--- src/rtl/softusb_tx_if.sv ---
`default_nettype none
// +----------------------------------------------------------------------------+
// | softusb_tx_if                                                              |
// | Byte hand-over between the SIE (master) and the USB transmit PHY (slave).  |
// | Revision: 1.0                                                              |
// +----------------------------------------------------------------------------+
interface softusb_tx_if;
    logic [7:0] tx_data;
    logic       tx_valid;
    logic       tx_ready;
    logic       tx_busy;

    modport master (
        output tx_data,
        output tx_valid,
        input  tx_ready,
        input  tx_busy
    );

    modport slave (
        input  tx_data,
        input  tx_valid,
        output tx_ready,
        output tx_busy
    );
endinterface
`default_nettype wire

--- src/rtl/softusb_tx.sv ---
`default_nettype none
// +----------------------------------------------------------------------------+
// | softusb_tx                                                                 |
// | USB transmitter: SYNC, bit stuffing, NRZI, EOP at full or low speed.       |
// | Revision: 1.0                                                              |
// +----------------------------------------------------------------------------+
module softusb_tx (
    input  logic        usb_clk,
    input  logic        usb_rst,
    softusb_tx_if.slave tx,
    input  logic        tx_low_speed,
    input  logic        low_speed,
    input  logic        generate_eop,
    output logic        txp,
    output logic        txm,
    output logic        txoe
);
    typedef enum logic [2:0] {
        S_IDLE    = 3'd0,
        S_SYNC    = 3'd1,
        S_DATA    = 3'd2,
        S_EOP_SE0 = 3'd3,
        S_EOP_J   = 3'd4
    } state_t;

    localparam logic [7:0] SYNC_PATTERN = 8'h80;
    localparam logic [4:0] FS_LAST      = 5'd3;
    localparam logic [4:0] LS_LAST      = 5'd31;

    state_t     state_q;
    logic [4:0] cnt_q;
    logic [7:0] shift_q;
    logic [2:0] bit_q;
    logic [2:0] ones_q;
    logic       lvl_q;      // 1 = J, 0 = K
    logic       rate_ls_q;
    logic       pol_ls_q;
    logic       txp_q;
    logic       txm_q;
    logic       txoe_q;
    logic       ready_q;
    logic       busy_q;

    logic       bit_end;
    logic       stuff_due;
    logic       byte_done;
    logic [4:0] cnt_d;
    logic       nbit_d;
    logic       lvl_d;
    logic [2:0] ones_d;

    // {txp, txm} for a J or K symbol under the given line polarity
    function automatic logic [1:0] line_level(input logic is_j, input logic ls);
        return (is_j ^ ls) ? 2'b10 : 2'b01;
    endfunction

    assign bit_end   = (cnt_q == (rate_ls_q ? LS_LAST : FS_LAST));
    assign stuff_due = (ones_q == 3'd6);
    assign byte_done = (bit_q == 3'd7) && !stuff_due;
    assign cnt_d     = bit_end ? 5'd0 : cnt_q + 5'd1;

    // Next bit on the wire: a forced 0 when stuffing, else the next data bit
    always_comb begin
        nbit_d = 1'b0;
        if (!stuff_due) begin
            nbit_d = byte_done ? tx.tx_data[0] : shift_q[bit_q + 3'd1];
        end
        lvl_d  = nbit_d ? lvl_q : ~lvl_q;
        ones_d = nbit_d ? ones_q + 3'd1 : 3'd0;
    end

    always_ff @(posedge usb_clk or posedge usb_rst) begin
        if (usb_rst) begin
            state_q   <= S_IDLE;
            cnt_q     <= 5'd0;
            shift_q   <= 8'd0;
            bit_q     <= 3'd0;
            ones_q    <= 3'd0;
            lvl_q     <= 1'b1;
            rate_ls_q <= 1'b0;
            pol_ls_q  <= 1'b0;
            txp_q     <= 1'b1;
            txm_q     <= 1'b0;
            txoe_q    <= 1'b0;
            ready_q   <= 1'b0;
            busy_q    <= 1'b0;
        end else begin
            ready_q <= 1'b0;
            cnt_q   <= (state_q == S_IDLE) ? 5'd0 : cnt_d;
            case (state_q)
                S_IDLE: begin
                    {txp_q, txm_q} <= line_level(1'b1, low_speed);
                    txoe_q         <= 1'b0;
                    busy_q         <= 1'b0;
                    if (tx.tx_valid) begin
                        state_q        <= S_SYNC;
                        rate_ls_q      <= tx_low_speed;
                        pol_ls_q       <= low_speed;
                        shift_q        <= SYNC_PATTERN;
                        bit_q          <= 3'd0;
                        ones_q         <= 3'd0;
                        lvl_q          <= 1'b0;
                        {txp_q, txm_q} <= line_level(1'b0, low_speed);
                        txoe_q         <= 1'b1;
                        busy_q         <= 1'b1;
                    end else if (generate_eop) begin
                        state_q        <= S_EOP_SE0;
                        rate_ls_q      <= tx_low_speed;
                        pol_ls_q       <= low_speed;
                        bit_q          <= 3'd0;
                        {txp_q, txm_q} <= 2'b00;
                        txoe_q         <= 1'b1;
                        busy_q         <= 1'b1;
                    end
                end
                S_SYNC, S_DATA: begin
                    if (bit_end) begin
                        if (byte_done && !tx.tx_valid) begin
                            state_q        <= S_EOP_SE0;
                            bit_q          <= 3'd0;
                            {txp_q, txm_q} <= 2'b00;
                        end else begin
                            lvl_q          <= lvl_d;
                            ones_q         <= ones_d;
                            {txp_q, txm_q} <= line_level(lvl_d, pol_ls_q);
                            if (byte_done) begin
                                shift_q <= tx.tx_data;
                                bit_q   <= 3'd0;
                                ready_q <= 1'b1;
                                state_q <= S_DATA;
                            end else if (!stuff_due) begin
                                bit_q <= bit_q + 3'd1;
                            end
                        end
                    end
                end
                S_EOP_SE0: begin
                    if (bit_end) begin
                        if (bit_q == 3'd1) begin
                            state_q        <= S_EOP_J;
                            bit_q          <= 3'd0;
                            {txp_q, txm_q} <= line_level(1'b1, pol_ls_q);
                        end else begin
                            bit_q <= bit_q + 3'd1;
                        end
                    end
                end
                S_EOP_J: begin
                    if (bit_end) begin
                        state_q        <= S_IDLE;
                        {txp_q, txm_q} <= line_level(1'b1, low_speed);
                        txoe_q         <= 1'b0;
                        busy_q         <= 1'b0;
                    end
                end
                default: begin
                    state_q <= S_IDLE;
                end
            endcase
        end
    end

    assign txp         = txp_q;
    assign txm         = txm_q;
    assign txoe        = txoe_q;
    assign tx.tx_ready = ready_q;
    assign tx.tx_busy  = busy_q;
endmodule
`default_nettype wire
--- src/flat_wrapper.sv ---
// flat-port wrapper written by rule: the top's interface ports become plain ports
module softusb_tx_flat 
  (usb_clk, usb_rst, tx_low_speed, low_speed, generate_eop, txp, txm, txoe, tx_tx_data, tx_tx_valid, tx_tx_ready, tx_tx_busy);
  softusb_tx_if tx_i ();
  input  logic usb_clk;
  input  logic usb_rst;
  input  logic tx_low_speed;
  input  logic low_speed;
  input  logic generate_eop;
  output logic txp;
  output logic txm;
  output logic txoe;
  input wire logic [$bits(tx_i.tx_data)-1:0] tx_tx_data;
  input wire logic [$bits(tx_i.tx_valid)-1:0] tx_tx_valid;
  output wire logic [$bits(tx_i.tx_ready)-1:0] tx_tx_ready;
  output wire logic [$bits(tx_i.tx_busy)-1:0] tx_tx_busy;
  assign tx_i.tx_data = tx_tx_data;
  assign tx_i.tx_valid = tx_tx_valid;
  assign tx_tx_ready = tx_i.tx_ready;
  assign tx_tx_busy = tx_i.tx_busy;
  softusb_tx u_core (.usb_clk(usb_clk), .usb_rst(usb_rst), .tx(tx_i), .tx_low_speed(tx_low_speed), .low_speed(low_speed), .generate_eop(generate_eop), .txp(txp), .txm(txm), .txoe(txoe));
endmodule
--- config.mk ---
export PLATFORM = sky130hd
export DESIGN_NAME = softusb_tx_flat
export DESIGN_NICKNAME = d
export VERILOG_FILES = /design/src/rtl/softusb_tx_if.sv /design/src/rtl/softusb_tx.sv /design/src/flat_wrapper.sv
export SDC_FILE = /design/constraint.sdc
export NUM_CORES = 1
export LEC_CHECK = 0
export CAP_MARGIN = 20
export CORE_MARGIN = 10
export CORE_UTILIZATION = 35
export CTS_CLUSTER_DIAMETER = 60
export DETAILED_ROUTE_END_ITERATION = 6
export SYNTH_ARGS = -nofsm -noshare
export SYNTH_HDL_FRONTEND = slang
export SYNTH_SLANG_ARGS = --single-unit
--- constraint.sdc ---
create_clock -name usb_clk -period 2.1 [get_ports usb_clk]
set_input_delay 0.315 -clock usb_clk [delete_from_list [all_inputs] [get_ports usb_clk]]
set_output_delay 0.315 -clock usb_clk [all_outputs]
set_load 0.01 [all_outputs]
Yosys cells after proc, flatten, opt, wreduce, memory -nomap -nowiden
Cells that the tools add are included.
W data, S select, Z words.
Cells by class
  add/subtract/negate cells: 3
  magnitude comparators: 1
  equal/unequal tests: 18
  mux-type cells: 72
  bitwise gates (word level): 2
  reduce and logical (&&, ||, !) cells: 18
Operators with widths (count)
  $mux W3: 20
  $mux W1: 32
  $mux W8: 4
  $pmux W8 S2: 1
  $mux W5: 3
  $reduce_and A5 Y1: 3
  $pmux W3 S4: 1
  $ne A2 B1 Y1 const B: 5
  $eq A3 B3 Y1 const B: 3
  $pmux W3 S3: 1
  $mux W2: 4
  $pmux W1 S4: 2
  $add A3 B1 Y3 const B: 2
  $eq A3 B1 Y1 const B: 2
  $eq A3 B2 Y1 const B: 2
  $pmux W3 S2: 1
  $reduce_and A6 Y1: 1
  $reduce_bool A2 Y1: 3
  $add A5 B1 Y5 const B: 1
  $eq A5 B5 Y1: 1
  $lt A3 B4 Y1 const B: 1
  $ne A2 B2 Y1 const B: 2
  $ne A4 B4 Y1 const B: 1
  $pmux W1 S2: 2
  13 further kinds: 16
Storage, ports and cells
  register bits after elaboration: 29
  input bits: 14
  output and inout port bits: 5
  logic and storage cells: 126

Depth between registers and ports, before layout
Gate-level depths: netlist of the first run.
  word-level depth: 11
  gate-level depth with buffers: 9
  depth with buffers taken out: 8

Least setup slack after synthesis of the first run
No wires, ideal clock.
  path kind: flip-flop to flip-flop
  start point: register u_core.bit_q[0]
  end point: register u_core.ones_q[2]
  library setup time: 0.127 ns
  arrival: 1.807 ns
  data required time: 1.973 ns
  path slack: 0.166 ns
  cell stages (with the launch flop): 8
  clock period less this slack: 1.934 ns
  cells stage by stage: dfrtp_1 ha_1 mux4_2 nor2b_1 o221a_4 and2_4 a22oi_1 o21ai_1
Between the ends
  cells in the longest elaborated chain, start to end: 9
  elaborated cells on any way between the ends: 14
  classes of those cells: add/sub (1); eq/ne (2); mux (8); reduce/logical (3)
Ends and longest elaborated chain
  start: declaration: line softusb_tx.sv:33  | logic [2:0] bit_q;
  start signal: assignment: line softusb_tx.sv:132  | bit_q <= bit_q + 3'd1;
  start signal: assignment: line softusb_tx.sv:144  | bit_q <= bit_q + 3'd1;
  $add A3 B1 Y3: line softusb_tx.sv:66  | nbit_d = byte_done ? tx.tx_data[0] : shift_q[bit_q + 3'd1];
  $bmux W1 S3: line softusb_tx.sv:66
  $mux W1 (implied by the code): line softusb_tx.sv:66
  $mux W1: line softusb_tx.sv:66
  $mux W1: line softusb_tx.sv:65  | if (!stuff_due) begin
  $mux W3: line softusb_tx.sv:69  | ones_d = nbit_d ? ones_q + 3'd1 : 3'd0;
  $mux W3: line softusb_tx.sv:118  | if (byte_done && !tx.tx_valid) begin
  $mux W3: line softusb_tx.sv:117  | if (bit_end) begin
  $pmux W3 S2: line softusb_tx.sv:90  | case (state_q)
  end signal: assignment: line softusb_tx.sv:124  | ones_q <= ones_d;
  end: declaration: line softusb_tx.sv:34  | logic [2:0] ones_q;
Several ways; a longest one is shown, not always the timed one. The select of a mux whose other input is x is not followed.
A chain may end at the register's enable or synchronous reset.

Worst setup path after layout of the first run
Ends and elaborated chain as after synthesis.

==> results of run 1 <==
==> cells by family (layout without fill, tap and decap cells) <==
family / count (synthesis) / in the layout / share of synthesized area
adders and majority gates: 7 / 7 / 0.0491
buffers and inverters: 17 / 43 / 0.0484
DFF: 29 / 29 / 0.421
muxes: 7 / 7 / 0.0520
AOI/OAI and AO/OA: 50 / 50 / 0.195
and+or+nand+nor: 70 / 70 / 0.204
xor gates and xnor gates: 6 / 6 / 0.0303
==> registers in the layout (all words and copies together), names as in the netlist <==
name	flops
u_core.shift_q	8
u_core.cnt_q	5
u_core.bit_q	3
u_core.ones_q	3
u_core.state_q	3
u_core.lvl_q	1
u_core.pol_ls_q	1
u_core.rate_ls_q	1
u_core.tx.tx_ready	1
u_core.txm	1
u_core.txoe	1
u_core.txp	1
==> cells in the final DEF (no fill, tap or decap), types with 2 or more instances in the layout <==
master,netlist,routed
mux2_2,2,2
a31oi_1,2,2
ha_4,0,2
a21oi_1,6,6
a22oi_1,2,2
ha_1,6,4
and2_1,2,2
xnor2_1,4,4
buf_4,5,9
o21ai_0,19,18
nand3_1,5,5
clkbuf_8,0,6
or4_1,2,2
nor2_1,12,12
nand2b_1,3,3
nor3_1,4,4
clkbuf_1,3,2
dfstp_2,2,2
mux2i_1,3,3
nor2b_1,2,2
nand2_1,29,29
xor2_1,2,2
o211ai_1,2,2
clkdlybuf4s50_1,0,18
inv_1,8,8
o31ai_1,2,2
a21o_1,2,2
dfrtp_1,27,26
o221ai_1,3,3
o21ai_1,4,5
==> metal layers <==
metal  GRT usage  share of wire  vias up
li1            -              -      711
met1       0.119           0.46      675
met2       0.162           0.48       32
met3      0.0291          0.049        2
met4      0.0371         0.0060        0
met5           0              0        -
==> final cells by class <==
type / count / area (µm²)
Clock buffer: 8 / 90.1
Fill cell: 475 / 2630
Inverter: 8 / 30.0
Multi-Input combinational cell: 140 / 945
Sequential cell: 29 / 729
Tap cell: 67 / 83.8
Timing Repair Buffer: 27 / 248
==> worst paths after layout <==
check,to,slack [ns]
worst max register to register,u_core.ones_q[2],0.17
min in group usb_clk,u_core.cnt_q[0],0.47
max in group asynchronous,u_core.txp,1.38
worst min register to register,u_core.cnt_q[0],0.47
worst max-delay path,u_core.ones_q[2],0.17
worst min-delay path,u_core.shift_q[5],0.41
==> where the power goes <==
| group | total [mW] | internal, mW | switching, mW |
|---|---|---|---|
| registers | 0.924 | 0.746 | 0.178 |
| clock network | 0.464 | 0.267 | 0.197 |
| logic | 0.948 | 0.506 | 0.442 |
==> worst reg2reg max path, delay by kind of cell, from the launching register on <==
kind            cells  cell delay, ns
mux                 1            0.27
flops               1            0.45
simple gates        2            0.32
fa+ha+maj           1            0.29
compound gates      3            0.48
==> metrics by stage <==
step           setup WS, ns  total power, mW
3_3_place_gp          0.151             1.81
3_5_place_dp          0.108             1.84
6_report              0.166             2.34
2_1_floorplan         0.166             1.55
4_1_cts              0.0931             2.32
5_1_grt             0.00149             2.53
==> repair_timing <==
item / 4_1_cts / 5_1_grt
setup buffers: 0 / 0
gates resized for setup: 0 / 4
setup endpoints to repair: 0 / 2
==> results.toml, run 1 <==
[logic_synthesis]
synth_cell_types = 50
ys_seq_elements = 29
syn_area_mm2 = 0.00173
yosys_warnings = 0
synth_area_leaders = "dfrtp_1 (39%), nand2_1 (6.3%), o21ai_0 (5.5%), ha_1 (4.3%), dfstp_2 (3.0%)"
synthTopCellsByCount = "nand2_1 (29), dfrtp_1 (27), o21ai_0 (19)"
ys_seq_area_frac = 0.421
syn_inst = 186
async_reset_ff_frac = 1.00
yosysMostFrequentCell = "nand2_1"
syn_avg_cell_area_um2 = 9.31
synth_top_area_share = 0.390
synth_ff_type = "dfrtp_1"
synth-edff-count = 0
synth_top_cell_by_area = "dfrtp_1"
synthesis.nets = 206

[critical_path]
cp_slowest_cell = "dfrtp_2"
worst-path-stages = 7
cp_max_fo = 4
crit_start = "u_core.bit_q[0]"
crit_required_ns = 2.25
critPathKind = "reg -> reg"
reg2reg_from = "u_core.bit_q[0]"
critPathLaunchType = "flip-flop"
path_buf_inv = 0
r2r_cells = 7
crit_chain = "ha_4, mux4_2, nor2b_1, o221a_4, and2_4, a22oi_1, o21ai_1"
cpPeakStageDelay_ns = 0.45
end_kind = "flip-flop"
crit_arrival_ns = 2.09
critPathTopFamily = "compound AO/OA/AOI/OAI gates"

[place]
place_area_mm2 = 0.00201
dpl.cell_count = 271
place.gp.congestion = 0.850
port_buffers = 18
hpwlAfterDp_mm = 2.85

[timing]
hold_viol = 0
drv_slew = 0
slew_headroom = 0.713
max_freq_mhz = 517
rsz0062_at_grt = "false"
setup_violations = 0
holdWs_ns = 0.411
fin_crit_ns = 1.93
tightest_slew_ns = 0.430
fin_skew_ns = 0.00886
finalCritPeriodShare = 0.921
tns_ns = 0

[worst_hold_path]
hp-class = "in -> async"

[global_routing]
grt-ovfl-total = 0
grt_pass1_wl_mm = 6.82
grt.total_usage = 0.0987
grt_start_max_net_pins = 30
grt_pass1_vias = 1467
antenna_found_initial = 0

[pwr]
vdd_drop_max_mv = 0.555
p_leak_nw = 0.877
p_per_area_mw_per_mm2 = 1100

[floorplan]
dieArea_mm2 = 0.00816
core_area_mm2 = 0.00475
rows = 25
die_x_um = 90.3
io_pins = 19
die_h_um = 90.3
start_util = 0.364

[detailed_routing]
antenna_left = 0
drc_errors = 0
drt-total-wl_mm = 3.82
detail_route.first_pass.iterations = 4
routed_via_density = 5.09
num_vias = 1420
wl_per_cell_um = 13.7
dr.first_iter.drc_count = 123

[finish]
area_delta_synth_final_pct = 22.8
stdcell_count = 279
design_area_mm2 = 0.00213
layout-drive-gt1-share = 0.156
layout.nets = 231
final_util = 0.447
diodes = 0

[cts]
postCtsHoldBufs = 0
htreeDepth = 2
cts_tree = "done"
path_clk_slew_ns = 0.06
cts_sinks = 29
clock_path_buffers = 2
cts-root-buf = "clkbuf_8"
clk_latency_ns = 0.27
numCtsBuffers = 5

[job]
maxCapViolCount = 0

[outcome]
status = "finished clean"
Note: power is estimated with default switching activity, not from simulation.
==> run 2: changes to the inputs <==
==> constraint.sdc (replaced) <==
create_clock -name usb_clk -period 1.9 [get_ports usb_clk]
set_input_delay 0.285 -clock usb_clk [delete_from_list [all_inputs] [get_ports usb_clk]]
set_output_delay 0.285 -clock usb_clk [all_outputs]
set_load 0.01 [all_outputs]
==> run 2 against run 1 <==
Against the previous run:
- critical path depth did not move
- total power is 21% higher
- maximum frequency increased by 2.2%
- critical path type unchanged
- largest cell class unchanged
- highest routed layer unchanged
==> results.toml, run 2 (synthesized netlist as in run 1, its figures left out) <==
[critical_path]
crit_chain = "buf_6, mux4_2, nor2b_4, o221a_4, and2_4, a22oi_2, o21ai_1"
r2r_cells = 7
end_kind = "flip-flop"
path_buf_inv = 1
cpPeakStageDelay_ns = 0.48
critPathTopFamily = "multiplexers"
critPathKind = "reg -> reg"
cp_max_fo = 4
cp_slowest_cell = "mux4_2"
worst-path-stages = 7
crit_arrival_ns = 2.05
crit_required_ns = 2.06
critPathLaunchType = "flip-flop"

[cts]
numCtsBuffers = 5
htreeDepth = 2
postCtsHoldBufs = 0
path_clk_slew_ns = 0.06
cts-root-buf = "clkbuf_8"
clock_path_buffers = 2
clk_latency_ns = 0.28
cts_sinks = 29
cts_tree = "done"

[floorplan]
io_pins = 19
die_h_um = 90.3
dieArea_mm2 = 0.00816
die_x_um = 90.3
rows = 25
start_util = 0.364
core_area_mm2 = 0.00475

[finish]
layout_commonest_cell = "nand2_1"
fillCellCount = 474
multi_input_area_um2 = 988
layout-drive-gt1-share = 0.259
final_util = 0.483
diodes = 0
largest-register = "u_core.shift_q"
area_delta_synth_final_pct = 32.7
layout.nets = 247
largest_reg_flops = 8
layout_common_cells = "nand2_1 (27), dfrtp_1 (25), buf_4 (23), clkdlybuf4s50_1 (18), o21ai_0 (16)"
design_area_mm2 = 0.00230
regArea_um2 = 731
reg_top3 = "u_core.shift_q: 8 flops, u_core.cnt_q: 5 flops"

[place]
place_area_mm2 = 0.00213
port_buffers = 18
hpwlAfterDp_mm = 3.04
place.gp.congestion = 0.881

[timing]
holdWs_ns = 0.379
hold_viol = 0
fin_skew_ns = 0.00784
tightest_slew_ns = 0.381
rsz0062_at_grt = "true"
setup_violations = 0
max_freq_mhz = 528
slew_headroom = 0.746
drv_slew = 0
fin_crit_ns = 1.89
tns_ns = 0
finalCritPeriodShare = 0.996

[worst_hold_path]
hp-class = "in -> async"

[global_routing]
grt-ovfl-total = 0
grt_pass1_vias = 1467
grt_pass1_wl_mm = 6.87
grt.total_usage = 0.101
grt_start_max_net_pins = 30
antenna_found_initial = 0

[outcome]
status = "finished clean"

[detailed_routing]
dr.first_iter.drc_count = 76
detail_route.first_pass.iterations = 4
drc_errors = 0
routed_via_density = 4.89
num_vias = 1444
wl_per_cell_um = 13.7
antenna_left = 0
drt-total-wl_mm = 4.03

[job]
maxCapViolCount = 0

[pwr]
p_per_area_mw_per_mm2 = 1230
vdd_drop_max_mv = 0.432
p_leak_nw = 0.959
==> run 2: per-layer routing <==
metal | global-route usage | vias up | wire (µm)
li1 | - | 737 | -
met1 | 0.117 | 673 | 1850
met2 | 0.174 | 27 | 1980
met3 | 0.0216 | 7 | 109
met4 | 0.0477 | 0 | 87
met5 | 0 | - | 0
==> run 2: path summary, 6_finish.rpt <==
| kind | startpoint | endpoint | slack, ns |
|---|---|---|---|
| worst max-delay path | u_core.bit_q[0] | u_core.ones_q[2] | 0.007 |
| worst min-delay path | usb_rst | u_core.pol_ls_q | 0.38 |
| worst max register to register | u_core.bit_q[0] | u_core.ones_q[2] | 0.007 |
| worst min register to register | u_core.cnt_q[0] | u_core.cnt_q[0] | 0.47 |
| max in group asynchronous | usb_rst | u_core.lvl_q | 1.21 |
| min in group usb_clk | u_core.cnt_q[0] | u_core.cnt_q[0] | 0.47 |
==> run 2: power breakdown <==
| group | internal [mW] | switching [mW] | leakage (nW) |
|---|---|---|---|
| Sequential | 0.827 | 0.193 | 0.364 |
| Clock | 0.295 | 0.225 | 0.0455 |
| Combinational | 0.721 | 0.565 | 0.550 |
==> run 2: worst reg2reg max path: cells and delay by family (launching register included) <==
kind / cells / cell delay [ns]
mux: 1 / 0.48
flops: 1 / 0.44
buf+inv: 1 / 0.12
simple gates: 2 / 0.32
compound gates: 3 / 0.42
==> run 2: metrics by stage <==
step                      std cells  total power [mW]  worst slack, ns
after floorplan                 186              1.76           0.0278
after global placement          283              2.14          0.00883
after detailed placement        283              2.17          -0.0716
after CTS                       293              2.78          0.00531
after global routing            295              3.04          -0.0740
final                           295              2.83          0.00739
==> run 2: layout make-up <==
cell class | count | share of cell area
Clock buffer | 8 | 0.0392
Inverter | 8 | 0.0131
Multi-Input combinational cell | 140 | 0.430
Sequential cell | 29 | 0.318
Tap cell | 67 | 0.0365
Timing Repair Buffer | 43 | 0.163
==> run 2: what timing repair did <==
| item | CTS | global route |
|---|---|---|
| setup buffers | 2 | 2 |
| gates resized for setup | 6 | 12 |
| pin swaps | 1 | 10 |
| setup endpoints to repair | 3 | 16 |
